### src/rtl/fpu_pipe.sv
// rtl/fpu_pipe.sv - issue/retire pipeline around the combinational fpu
// S0 holds operands for the fpu; S1..S(STAGES-1) retime the result toward writeback.
module fpu_pipe #(
  parameter int STAGES = 2
) (
  input  logic        clk,
  input  logic        rst,
  input  logic        flush,
  input  logic        in_valid,
  output logic        in_ready,
  input  logic [1:0]  in_sel,
  input  logic [31:0] in_op1,
  input  logic [31:0] in_op2,
  input  logic [31:0] in_op3,
  input  logic [4:0]  in_rd,
  output logic [1:0]  fpu_sel,
  output logic [31:0] fpu_op1,
  output logic [31:0] fpu_op2,
  output logic [31:0] fpu_op3,
  input  logic [31:0] fpu_res,
  output logic        out_valid,
  input  logic        out_ready,
  output logic [31:0] out_data,
  output logic [4:0]  out_rd,
  output logic [31:0] rd_pending,
  output logic        busy
);

  logic [STAGES-1:0] v;
  logic [STAGES:0]   rdy;
  logic [4:0]        rd_q  [STAGES];
  logic [31:0]       res_q [1:STAGES-1];
  logic              accept;
  logic              retire;
  logic [31:0]       pend_next;

  // A stage can take new data when empty or when its own content moves on.
  always_comb begin
    rdy = '0;
    rdy[STAGES] = out_ready;
    for (int i = STAGES - 1; i >= 0; i--) begin
      rdy[i] = ~v[i] | rdy[i+1];
    end
  end

  assign in_ready  = rdy[0] & ~rd_pending[in_rd] & ~flush;
  assign accept    = in_valid & in_ready;
  assign out_valid = v[STAGES-1];
  assign out_data  = res_q[STAGES-1];
  assign out_rd    = rd_q[STAGES-1];
  assign retire    = out_valid & out_ready & ~flush;
  assign busy      = |v;

  // in_rd never equals out_rd on a retire cycle, so set/clear order is irrelevant.
  always_comb begin
    pend_next = rd_pending;
    if (retire) pend_next[out_rd] = 1'b0;
    if (accept) pend_next[in_rd] = 1'b1;
  end

  always_ff @(posedge clk or posedge rst) begin
    if (rst) begin
      v          <= '0;
      rd_pending <= '0;
      fpu_sel    <= '0;
      fpu_op1    <= '0;
      fpu_op2    <= '0;
      fpu_op3    <= '0;
      for (int i = 0; i < STAGES; i++) rd_q[i] <= '0;
      for (int i = 1; i < STAGES; i++) res_q[i] <= '0;
    end else if (flush) begin
      v          <= '0;
      rd_pending <= '0;
    end else begin
      rd_pending <= pend_next;
      if (rdy[0]) begin
        v[0] <= accept;
        if (accept) begin
          fpu_sel <= in_sel;
          fpu_op1 <= in_op1;
          fpu_op2 <= in_op2;
          fpu_op3 <= in_op3;
          rd_q[0] <= in_rd;
        end
      end
      for (int i = 1; i < STAGES; i++) begin
        if (rdy[i]) begin
          v[i] <= v[i-1];
          if (v[i-1]) rd_q[i] <= rd_q[i-1];
        end
      end
      // S1 captures the fpu output; later stages only copy.
      if (rdy[1] && v[0]) res_q[1] <= fpu_res;
      for (int i = 2; i < STAGES; i++) begin
        if (rdy[i] && v[i-1]) res_q[i] <= res_q[i-1];
      end
    end
  end

endmodule

### config.mk
export PLATFORM = sky130hd
export DESIGN_NAME = fpu_pipe
export DESIGN_NICKNAME = d
export VERILOG_FILES = /design/src/rtl/fpu_pipe.sv
export SDC_FILE = /design/constraint.sdc
export NUM_CORES = 1
export LEC_CHECK = 0
export ABC_AREA = 1
export CAP_MARGIN = 10
export CELL_PAD_IN_SITES_DETAIL_PLACEMENT = 2
export CELL_PAD_IN_SITES_GLOBAL_PLACEMENT = 2
export CORE_MARGIN = 2
export CORE_UTILIZATION = 26
export DETAILED_ROUTE_END_ITERATION = 10
export PLACE_DENSITY_LB_ADDON = 0.25
export RECOVER_POWER = 100
export SYNTH_ARGS = -nofsm -noshare
export SYNTH_HDL_FRONTEND = slang
export SYNTH_SLANG_ARGS = --single-unit
### constraint.sdc
create_clock -name clk -period 13.2 [get_ports clk]
set_input_delay 1.98 -clock clk [delete_from_list [all_inputs] [get_ports clk]]
set_output_delay 1.98 -clock clk [all_outputs]
set_load 0.02 [all_outputs]
# Word-level counts from Yosys, hierarchy flattened
# Cells that the tools add are included.
dict set report op_classes {
  n_lt_le_gt_ge 4
  muxes 12
  n_bitwise 14
  reduce_logical 9
}
# cell count
set op_table {}
lappend op_table {{two-way mux 32 bit} 3}
lappend op_table {{bitwise AND 32 bit} 1}
lappend op_table {{inverter 32 bit} 1}
lappend op_table {{bitwise OR 32 bit} 1}
lappend op_table {{< comparator 5 x 6 -> 1 bit, second input constant} 2}
lappend op_table {{demux 1 bit (select 5 bit)} 2}
lappend op_table {{>= comparator 5 x 1 -> 1 bit, second input constant} 2}
lappend op_table {{AND reduction 3 bit} 2}
lappend op_table {{bitwise AND 1 bit} 5}
lappend op_table {{binary-select mux 1 bit (select 5 bit)} 1}
lappend op_table {{two-way mux 1 bit} 5}
lappend op_table {{inverter 1 bit} 4}
lappend op_table {{nonzero test 2 bit} 2}
lappend op_table {{logical AND 1 bit} 3}
lappend op_table {{two-way mux 2 bit} 1}
lappend op_table {{bitwise OR 1 bit} 2}
lappend op_table {{AND reduction 2 bit} 1}
lappend op_table {{OR reduction 2 bit} 1}
dict set report word_totals {
  ff_bits 174
  in_bits 140
  output_inout_bits 170
  word_cells 49
}

# Longest topological paths before layout
# Gate-level depths: netlist (run 1).
dict set report logic_depth {
  word_depth 10
  ltp_mapped 17
  ltp_nobuf 13
}

# Worst setup path before layout (run 1)
# OpenSTA, ideal clock, no wires.
dict set report synth_timing {
  path_kind {input-to-output}
  from {input in_rd[0]}
  to {output in_ready}
  t_arrival_ns 2.981
  required_ns 11.220
  slack_ns 8.239
  cell_stages 12
  n_path_buf 2
  path_cell_list {buf_4 inv_2 buf_2 nand2_1 nand2_1 nand2_1 nand2_1 nand2_1 nand2_1 nor2_1 nand3_1 inv_1}
}
dict set report synth_between {
  elab_chain_len 5
}
# item line_no
set synth_rtl {}
lappend synth_rtl {{start, declared} 15} ;# input logic [4:0] in_rd,
lappend synth_rtl {{binary-select mux 1 bit (select 5 bit)} 46} ;# assign in_ready = rdy[0] & ~rd_pending[in_rd] & ~flush;
lappend synth_rtl {{two-way mux 1 bit (implied by the code)} 46}
lappend synth_rtl {{inverter 1 bit} 46}
lappend synth_rtl {{bitwise AND 1 bit (2 in series)} 46}
lappend synth_rtl {{end, declared} 10} ;# output logic in_ready,
# No other way between the ends. The select of a mux whose other input is x is not followed.

==> results.txt, run 1 <==
The slew at the pin closest to its max-slew limit was 4.75 ns. Entering global routing, the biggest net connects 100 pins. The total clock buffers created by CTS is 17, and the count of cells along the worst hold path is 2.

STA classifies the critical path startpoint as an input pin. The tools report the synthesized instance count as 930. The first TritonRoute pass finished after 4 iterations. The tools report the total global-route track usage as 20.3%.

Setup violations remaining at the end of the flow were counted as 0. In the final layout, the multi-input gates occupy 2920 µm². Dividing the detail-routed via count by the number of cells gives 4.50. After floorplanning, the core was sized to cover 29,500 µm². Of the total synthesized cell area, the portion taken by XOR and XNOR cells is 0%. In this run the worst path has a maximum fanout of 99.

In the final timing run, aggregate negative setup slack is 0 ns. The tools report the first-pass GRT wire length as 48,200 µm. Number of buffers inserted by port buffering: 309. Clock skew on the completed layout was measured at 0.0169 ns.

STA puts the critical path data required time at 12.77 ns. 310 I/O pins were placed. For this design, the sink count on the clock tree is 174. Number of cell rows: 63.

By area, the combinational part of the netlist is dominated by simple AND/OR/NAND/NOR gates. The sequential cells in the finished layout cover a total of 4350 µm². Worst max-slew margin expressed relative to the limit: -219%. Relative to the synthesized area, the layout overhead comes to 51.7%.

The quantity of hold-fixing buffers added after cts came out at 0. The tool flagged a number of max-cap violations equal to 5. The net count of the finished layout is 1,361. Setup repair after global routing left no endpoint under its margin. The die height was 176 µm. The post-synthesis simple-gate area fraction came out at 26.9%.

For hold timing, the worst endpoint is fpu_op1[22]. The final reports fail on max-capacitance violations, max-slew violations. For this design the static power due to leakage is 0.00582 µW. The run gives 39.8% as the utilization after layout. The complex-gate fraction of the synthesized area was 5.99%; the clock network latency to the later pin of the worst-skew pair was 0.44 ns. For the global placement routability congestion, the log shows 0.798. The total detailed-routing wirelength came out at 30,500 µm.

The number of slew-limit violations in the final report came out at 349. Summing the areas of all fa, ha and maj instances in the mapped netlist gives 0% of the synthesized area. In the layout the commonest cells are nand2_1, dfrtp_1, dlygate4sd3_1.

The clock edge transition at the registers on the reported setup and hold paths is 0.07 ns, and the register-to-register path setup slack is 7.82 ns. The tightest min-delay check is of the flip-flop to flip-flop type. Averaged over all synthesized cells, the footprint is 8.32 µm². The library cell used most frequently in the layout, excluding fill and tap cells, is nand2_1. In the final layout, the share of cells above drive strength 1 is 6.48%. The time the worst path needs with I/O delays and setup is 8.76 ns.

After synthesis the netlist holds a flip-flop and latch count of 174. The worst hold path begins at fpu_op1[22]. Data arrival time of the critical path: 8.32 ns. The cell at the root of the clock tree is clkbuf_16. Measured along the x axis, the die boundary spans 176 µm. In this run the critical register-to-register path is launched from rd_pending[14]. The peak supply drop is 0.0731 mV. The worst-case reg-to-reg path depth works out to 13. The multiplexer area fraction after synthesis came out at 4.66%. Based on the critical path, the design can be clocked at up to 114 MHz. HPWL after detailed placement: 21,700 µm.

The terminus of the critical flop-to-flop path is rd_pending[21]. The number of global-route vias before repair is 8,300, and the final period utilization is 66.3%. The clock tree synthesis step divided the H-tree into 4 levels. The first routing iteration left 252 violations. Maximum clock path buffer count: 2.

For the total number of yosys warnings, the log shows 0. The tools report the number of hold violations in the final report as 0. After clock tree synthesis, the repair step resized 0 gates.

In this run the post-CTS setup repair buffer count came out at 0. The die covers 31,100 µm². For the post-synthesis sequential area ratio, the log shows 56.3%. TritonCTS built the clock tree.

Once the floorplan was initialized, standard cells occupied 26.2% of the core. After synthesis, the netlist uses 18 different library cells. The remaining routing DRC violations came out at 0.

The critical path is of the input pin to async pin type. The final route contains 7,305 vias. The critical path endpoint category was an async pin. Average routed wire per standard cell: 18.7 µm. After filler insertion, the fill cell instance count of the layout stands at 3,279.

The run finished, with violations left. The run gives 0 as the total overflow reported by the global router. The detail route stage leaves a number of antenna-violating nets equal to 0.

In this run the power density over the cells is 152 nW/µm². The logs give 1,070 for the number of nets produced by synthesis and 3 for the initial antenna violation count. After synthesis the cells add up to 7730 µm².
[through the flow]
stage / power (µW) / hold WS [ns] / worst slack, ns / instance area (µm²) / instances
3_5_place_dp: 1310 / 0.468 / 6.31 / 11100 / 1592
3_3_place_gp: 1300 / 0.461 / 6.39 / 11100 / 1592
4_1_cts: 1850 / 0.489 / 6.30 / 11700 / 1624
2_1_floorplan: 986 / 0.454 / 6.50 / 7730 / 930
6_report: 1780 / 0.474 / 4.44 / 11700 / 1625
5_1_grt: 1890 / 0.499 / 3.06 / 11700 / 1624
[registers in the layout (all words and copies together) (netlist names)]
name,count
rd_q,5
fpu_op2,32
fpu_sel,2
fpu_op3,32
out_data,32
v,2
rd_pending,32
out_rd,5
fpu_op1,32
[Yosys cell counts (all sizes together)]
cell	count	area (µm²)
nor3	16	80.1
nand3	9	45.0
a21oi	32	160
a21boi	25	188
o21ai	23	115
nor2	46	178
mux2	32	360
dfrtp	174	4350
buf	33	215
nand2	469	1760
nand4	1	12.5
or2	1	6.26
clkbuf	14	52.6
inv	55	206
[per-layer routing]
metal  wire, µm  global-route usage, %
met1      12100                   23.5
met2      15400                   35.2
met3       2610                   8.05
met4        367                   4.89
met5         28                      0
[power by group]
group / switching, µW / internal (µW) / leakage (µW)
logic: 320 / 239 / 0.00336
registers: 63.2 / 634 / 0.00217
clock network: 242 / 286 / 0.000295
total: 625 / 1160 / 0.00582
[worst max-delay path by stage]
stage | start | endpoint | slack [ns] | cells past startpoint
finish | rst | fpu_op3[1] | 4.44 | 3
global route | rst | out_data[26] | 3.06 | 3
CTS | in_rd[0] | in_ready | 6.30 | 12
detailed placement | in_rd[0] | in_ready | 6.31 | 12
global placement | in_rd[0] | in_ready | 6.39 | 12
floorplan | rst | fpu_op1[0] | 6.50 | 1
[worst max-delay path, cell delays in order]
cell,delay [ns]
dlygate4sd3_1,0.54
clkinvlp_2,2.61
clkbuf_1,3.08
[cell type report]
type	instances	area share [%]
Timing Repair Buffer	319	26.9
Multi-Input combinational cell	654	24.9
Clock buffer	17	3.63
Antenna cell	1	0.0213
Clock inverter	15	1.49
Tap cell	390	4.16
Inverter	55	1.77
Sequential cell	174	37.1
[kinds of logic (layout without fill, tap and decap cells)]
| logic type | count (synthesis) | in the layout |
|---|---|---|
| other | 0 | 1 |
| AND/OR/NAND/NOR | 542 | 542 |
| buffers and inverters | 102 | 406 |
| flip-flops | 174 | 174 |
| multiplexers | 32 | 32 |
| AO/OA/AOI/OAI | 80 | 80 |
(Power assumes the default switching activity.)
==> run 2: changes to the inputs <==
--- a/config.mk
+++ b/config.mk
@@ -10,7 +10,7 @@
 export CELL_PAD_IN_SITES_DETAIL_PLACEMENT = 2
 export CELL_PAD_IN_SITES_GLOBAL_PLACEMENT = 2
 export CORE_MARGIN = 2
-export CORE_UTILIZATION = 26
+export CORE_UTILIZATION = 24
 export DETAILED_ROUTE_END_ITERATION = 10
 export PLACE_DENSITY_LB_ADDON = 0.25
 export RECOVER_POWER = 100
==> constraint.sdc (replaced) <==
create_clock -name clk -period 8.2 [get_ports clk]
set_input_delay 1.23 -clock clk [delete_from_list [all_inputs] [get_ports clk]]
set_output_delay 1.23 -clock clk [all_outputs]
set_load 0.02 [all_outputs]
==> run 2 against run 1 <==
  * The flow still finishes with violations (max-capacitance violations, max-slew violations)
  * Count of clock-buffer cells in the layout unchanged
  * Clock power up 61%
  * Clock skew down 0.0029 ns
  * Highest routed layer unchanged
==> results.txt, run 2 (synthesis gave the netlist of run 1 again) <==
The flow ran to the end, but the final reports show violations. The checks that failed: max-capacitance violations, max-slew violations. The run gives 6.42 ns as the data arrival time of the critical path. The total overflow left after global routing is 0.

The HPWL after detailed placement is 22,500 µm. After detailed routing, the total wire length is 31,400 µm. Cell at the root of the clock tree: clkbuf_16. The library cells used most frequently in the layout, excluding fill and tap cells, are nand2_1, dfrtp_1, dlygate4sd3_1.

Clock skew on the completed layout was measured at 0.0140 ns. The number of slew-limit violations in the final report was 409. The slowest stage of the critical path belongs to the cell clkbuf_1. Setup slack on the worst reg-to-reg path comes out at 3.84 ns. The clock edge transition at the registers on the reported setup and hold paths works out to 0.07 ns.

Headroom to the max-slew limit came out at -231%. The number of top-level pins is 310, and the area of the core region is 31,600 µm². The clock net in this run drives a total of 174 sinks. The number of global-route vias before repair is 8,124, and the internal cell power is 1840 µW. Setup repair after global routing left no endpoint under its margin.

In this run switching power makes up 35.9% of total power. Count of endpoints failing setup in the final report: 0. The startpoint type of the worst setup path was an input pin. In the routed design, unresolved DRC markers number 0. The count of nets left with antenna violations once routing finished came out at 0.

In this run, post-CTS hold repair placed 0 buffers. In this run the power spent charging and discharging nets is 1030 µW. Category of the critical setup timing path: input pin to flip-flop. For the final routed database, the setup TNS stands at 0 ns.

The clock passes through at most 2 buffers. Of all nets on the critical path, the largest fanout is 67. The cell class contributing the biggest share of worst-path delay was buffers and inverters.

The critical path endpoint category is a flip-flop. The floorplan step defined a die boundary enclosing 33,700 µm². In this run, the combinational gates consume 31.5% of the power. After layout, the worst path uses 75.2% of the clock period. The most common library cell in the layout ignoring fill and taps is nand2_1. Deepest level of the CTS H-tree: 4. The portion of total power attributed to sequential cells was 39.0%; the number of buffers inserted by port buffering was 309.

Using the TritonRoute via totals, the vias-per-cell ratio works out to 4.49. The first-pass GRT wire length came out at 49,300 µm. TritonCTS created 17 clock buffers.

The tools report the clock network fraction of design power as 29.5%. The maximum number of pins on one net before global-route repair was 106; the total of max-cap violations was 6. The die height was 184 µm; the time the worst path needs with I/O delays and setup was 6.16 ns. At the end of routability-driven placement, the weighted congestion stood at 0.773. Dividing total power by cell area gives a power density of 245 nW/µm².

The first TritonRoute pass finished after 4 iterations. The logs give 0.00581 µW for the leakage power figure and 3 for the initial antenna violation count. The utilization after layout was 37.0%; the detailed router's first-iteration violation count was 249. At the worst endpoint, the required time is 8.45 ns. In this design, the stage delay of the slowest critical-path cell is 2.30 ns. The filler cells instantiated in the layout total 3,563. Post-CTS repair changed the size of 0 cells. In this run the horizontal extent of the chip is 184 µm. In this run the post-CTS setup repair buffer count came out at 0.

From synthesis to final layout, the design area changed by 51.6%. The run gives 0.143 mV as the peak supply drop. TritonCTS built the clock tree. The net count of the finished layout is 1,359. The slew at the pin closest to its max-slew limit was 4.94 ns. By instance count, the cell type seen most on the critical path is nand2_1. Traced cell by cell, the critical path runs through dlygate4sd3_1 -> inv_2 -> nand2_1 -> nand2_1 -> nand2_1 -> nand2_1 -> nand2_1 -> nand2_1 -> nor2_1 -> nand3_1 -> nor2_1 -> clkbuf_1 -> nand2_1 -> nand2_1 -> nor2_1. The final route contains 7,335 vias.

The number of cell rows is 65. For the total global-route track usage, the log shows 19.5%. Path type of the worst min-delay path: flip-flop to flip-flop. In the final routed layout, each cell accounts on average for 19.2 µm. Once the floorplan was initialized, standard cells occupied 24.4% of the core. The clock network latency to the later pin of the worst-skew pair came out at 0.45 ns. Number of hold violations in the final report: 0.

The peak clock frequency supported by timing was 162 MHz. The critical path contains buffers and inverters numbering 3 combined. Layout cell share with drive strength beyond 1: 6.17%.
-- run 2: layer usage --
layer / share of wire [%] / vias up / global-route usage, %
met5: 0.095 / - / 0
met2: 51 / 196 / 33.8
met3: 8.2 / 27 / 8.12
li1: - / 3440 / -
met1: 39 / 3668 / 22.2
met4: 1.2 / 4 / 4.51
-- run 2: power groups by stage --
stage | clock network [µW] | registers [µW] | logic [µW]
4_1_cts | 882 | 1130 | 979
6_report | 848 | 1120 | 906
5_1_grt | 912 | 1150 | 989
2_1_floorplan | 0 | 1310 | 277
3_5_place_dp | 0 | 1140 | 971
3_3_place_gp | 0 | 1130 | 957
-- run 2: cell type report --
type | count | area (µm²) | area share, %
flip-flops and latches | 174 | 4350 | 37.1
repair buffers | 317 | 3140 | 26.8
multi-input cells | 654 | 2910 | 24.8
well taps | 402 | 503 | 4.29
clock buffers | 17 | 425 | 3.63
inverters | 55 | 208 | 1.77
clock inverters | 15 | 178 | 1.52
diodes | 1 | 2.50 | 0.0213
-- run 2: tightest hold or removal path, delay by kind of cell (launching register included) --
kind	cells	cell delay, ns
AND/OR/NAND/NOR	2	0.10
flip-flops	1	0.34
-- run 2: worst paths after layout --
path                                start             to  depth (start not counted)
setup / recovery                 in_rd[0]  rd_pending[0]                         15
hold / removal                 fpu_op2[3]     fpu_op2[3]                          2
setup reg to reg           rd_pending[21]  rd_pending[0]                         13
hold reg to reg                fpu_op2[3]     fpu_op2[3]                          2
max in group asynchronous             rst  rd_pending[4]                          3
min in group asynchronous             rst    fpu_op1[22]                          2
-- run 2: stage by stage --
stage | worst slack, ns | power (µW) | area (µm²) | std cells | hold slack (ns)
finish | 2.04 | 2870 | 11700 | 1635 | 0.475
floorplan | 2.25 | 1590 | 7730 | 930 | 0.454
global placement | 2.82 | 2090 | 11100 | 1602 | 0.461
global route | 1.28 | 3050 | 11700 | 1635 | 0.505
detailed placement | 2.79 | 2110 | 11100 | 1602 | 0.467
CTS | 2.80 | 2990 | 11700 | 1634 | 0.487
==> run 3: changes to the inputs <==
==> constraint.sdc (replaced) <==
create_clock -name clk -period 5.8 [get_ports clk]
set_input_delay 0.87 -clock clk [delete_from_list [all_inputs] [get_ports clk]]
set_output_delay 0.87 -clock clk [all_outputs]
set_load 0.02 [all_outputs]
==> run 3 against run 2 <==
  * Register-to-register slack got worse by 0.87 ns
  * Largest cell class unchanged
  * Largest power group unchanged
  * The flow still finishes with violations (max-capacitance violations, max-slew violations)
  * Global-route usage is 0.34 points lower
  * Utilization is 0.087 points higher
  * Sequential cell count unchanged
  * Count of clock-buffer cells in the layout grew 5
  * Die area unchanged
  * Non-clock buffer count rose by 1
==> results.txt, run 3 (synthesis gave the netlist of run 1 again) <==
The flow ran to the end, but the final reports show violations. The checks that failed: max-capacitance violations, max-slew violations. The tools report the antenna violation net count after detailed routing as 0. For the number of clock sinks, the log shows 174. Setup repair after global routing left no endpoint under its margin. Across the run, the number of max-cap violations was 4.

The total clock buffers created by CTS is 17, and the total of cells resized after clock tree synthesis is 0. From synthesis to final layout, the design area changed by 51.9%. The run gives 11,200 µm² as the area of placed instances.

The run gives 31,600 µm² as the area of the core region. In this run the worst path has a maximum fanout of 35. The run gives 90 as the maximum number of pins on one net before global-route repair. Slowest library cell on the worst path: clkbuf_1. Measured against its own limit, the worst slew margin works out to -137%. The path type of the worst min-delay path was flip-flop to flip-flop. The worst setup path is launched from an input pin. The global placement routability congestion was 0.786; the post-route cell area was 11,700 µm². Data on the critical path is required at its endpoint by 4.93 ns.

The filler cells instantiated in the layout total 3,549. TritonCTS built the clock tree. The clock arrives with 0.0107 ns of skew.

The time the worst path needs with I/O delays and setup came out at 4.88 ns. The critical path goes through clkdlybuf4s50_1 -> clkbuf_1 -> inv_1 -> nand2_1 -> inv_1 -> nand2_1 -> nor2_1 -> nand3_1 -> inv_1 -> clkdlybuf4s50_1. Pin placement for this block handled 310 I/O pins.

Summed over all layers, the global routing overflow is 0. The run gives 0 as the number of hold violations in the final report. Cell seen most often among critical-path stages: inv_1. The tools report the number of slew-limit violations in the final report as 240.

The die covers 33,700 µm². The average routed wire per standard cell was 19.2 µm. The worst setup path is of the input pin to output port kind. The run gives 0.45 ns as the clock network latency to the later pin of the worst-skew pair. The H-tree was split into 4 levels. Among cell families on the critical path, the largest total delay comes from buffers and inverters. The peak supply drop is 0.203 mV, and the setup slack at placement is 1.35 ns. The logs give 5 for the initial antenna violation count and 22,400 µm for the HPWL after detailed placement.

The first global-routing pass estimated 48,500 µm of wire. The startpoint of the worst register-to-register path was v[1]. The die height is 184 µm.

Setup violations remaining at the end of the flow were counted as 0. The total detailed-routing wirelength was 31,300 µm; the detailed-route via count was 7,336. For the detailed router's first-iteration violation count, the log shows 225.

For the leakage power figure, the log shows 0.00582 µW. The count of nets after finishing was 1,360; the number of setup buffers added after CTS was 0. The total global-route track usage came out at 19.1%. After clock tree synthesis, the flow added hold-fix buffers numbering 0. Static timing analysis puts the maximum clock frequency at 205 MHz. The top cell types in the final layout, fill and taps aside, are nand2_1, dfrtp_1, dlygate4sd3_1. The data arrival time of the critical path is 4.01 ns. Source of the worst hold timing path: fpu_op3[26]. The longest individual stage delay on the worst path works out to 1.28 ns. The setup total negative slack was 0 ns. The final period utilization works out to 84.2%.

For this design the ratio of total power to cell area is 347 nW/µm². The remaining routing DRC violations is 0. The number of cell rows came out at 65. For the setup slack of the critical path after layout, the log shows 0.917 ns. The floorplan die width is 184 µm.

Critical path endpoint category: an output port. The first detailed-routing pass took 4 iterations. The tree is rooted in a clkbuf_16.

Using the TritonRoute via totals, the vias-per-cell ratio works out to 4.49. In the final layout, the share of cells above drive strength 1 is 6.17%. The number of buffers inserted by port buffering is 309, and the total power is 4070 µW.

Source of the critical timing path: flush. The number of global-route vias before repair was 8,274; the number of buffers and inverters on the critical path was 6. Most common library cell in the layout ignoring fill and taps: nand2_1.

The slew at the pin closest to its max-slew limit was 3.56 ns; the maximum clock path buffer count was 2. The clock edge transition at the registers on the reported setup and hold paths works out to 0.06 ns. The run gives 24.4% as the effective utilization at floorplan.
run 3: layout make-up:
class | instances | area [µm²] | share of cell area, %
Timing Repair Buffer | 318 | 3160 | 26.9
Tap cell | 402 | 503 | 4.28
Multi-Input combinational cell | 654 | 2920 | 24.8
Clock inverter | 9 | 135 | 1.15
Clock buffer | 22 | 464 | 3.95
Inverter | 55 | 206 | 1.76
Sequential cell | 174 | 4350 | 37.1
Antenna cell | 1 | 2.50 | 0.0213
run 3: tightest hold or removal path, stage by stage, from the launching register on:
cell	delay (ns)
dfrtp_1	0.34
nand2_1	0.05
nand2_1	0.05
run 3: worst paths after layout:
path                                   to  depth (start not counted)  slack [ns]
max                              in_ready                         10        0.92
min                           fpu_op3[26]                          2        0.48
max reg2reg                  out_data[15]                          3        2.97
min reg2reg                   fpu_op3[26]                          2        0.48
max in group asynchronous  rd_pending[16]                          2        1.56
min in group asynchronous      fpu_op2[6]                          2        2.18
run 3: stage by stage:
stage	std cells	hold slack [ns]	utilization, %
floorplan	930	0.454	-
CTS	1634	0.487	37.2
finish	1635	0.476	37.1
global placement	1603	0.461	35.3
detailed placement	1603	0.469	35.3
global route	1634	0.504	37.1
run 3: power by group:
part | switching, µW | internal (µW) | total, µW | leakage [µW]
registers | 142 | 1440 | 1590 | 0.00217
logic | 735 | 540 | 1280 | 0.00336
clock network | 511 | 700 | 1210 | 0.000283
run 3: routing by layer:
metal  track usage (%)  part of all wire (%)
met1              21.6                    39
met2              32.9                    51
met3              7.73                   8.2
met4              6.14                   1.9
met5                 0                  0.11
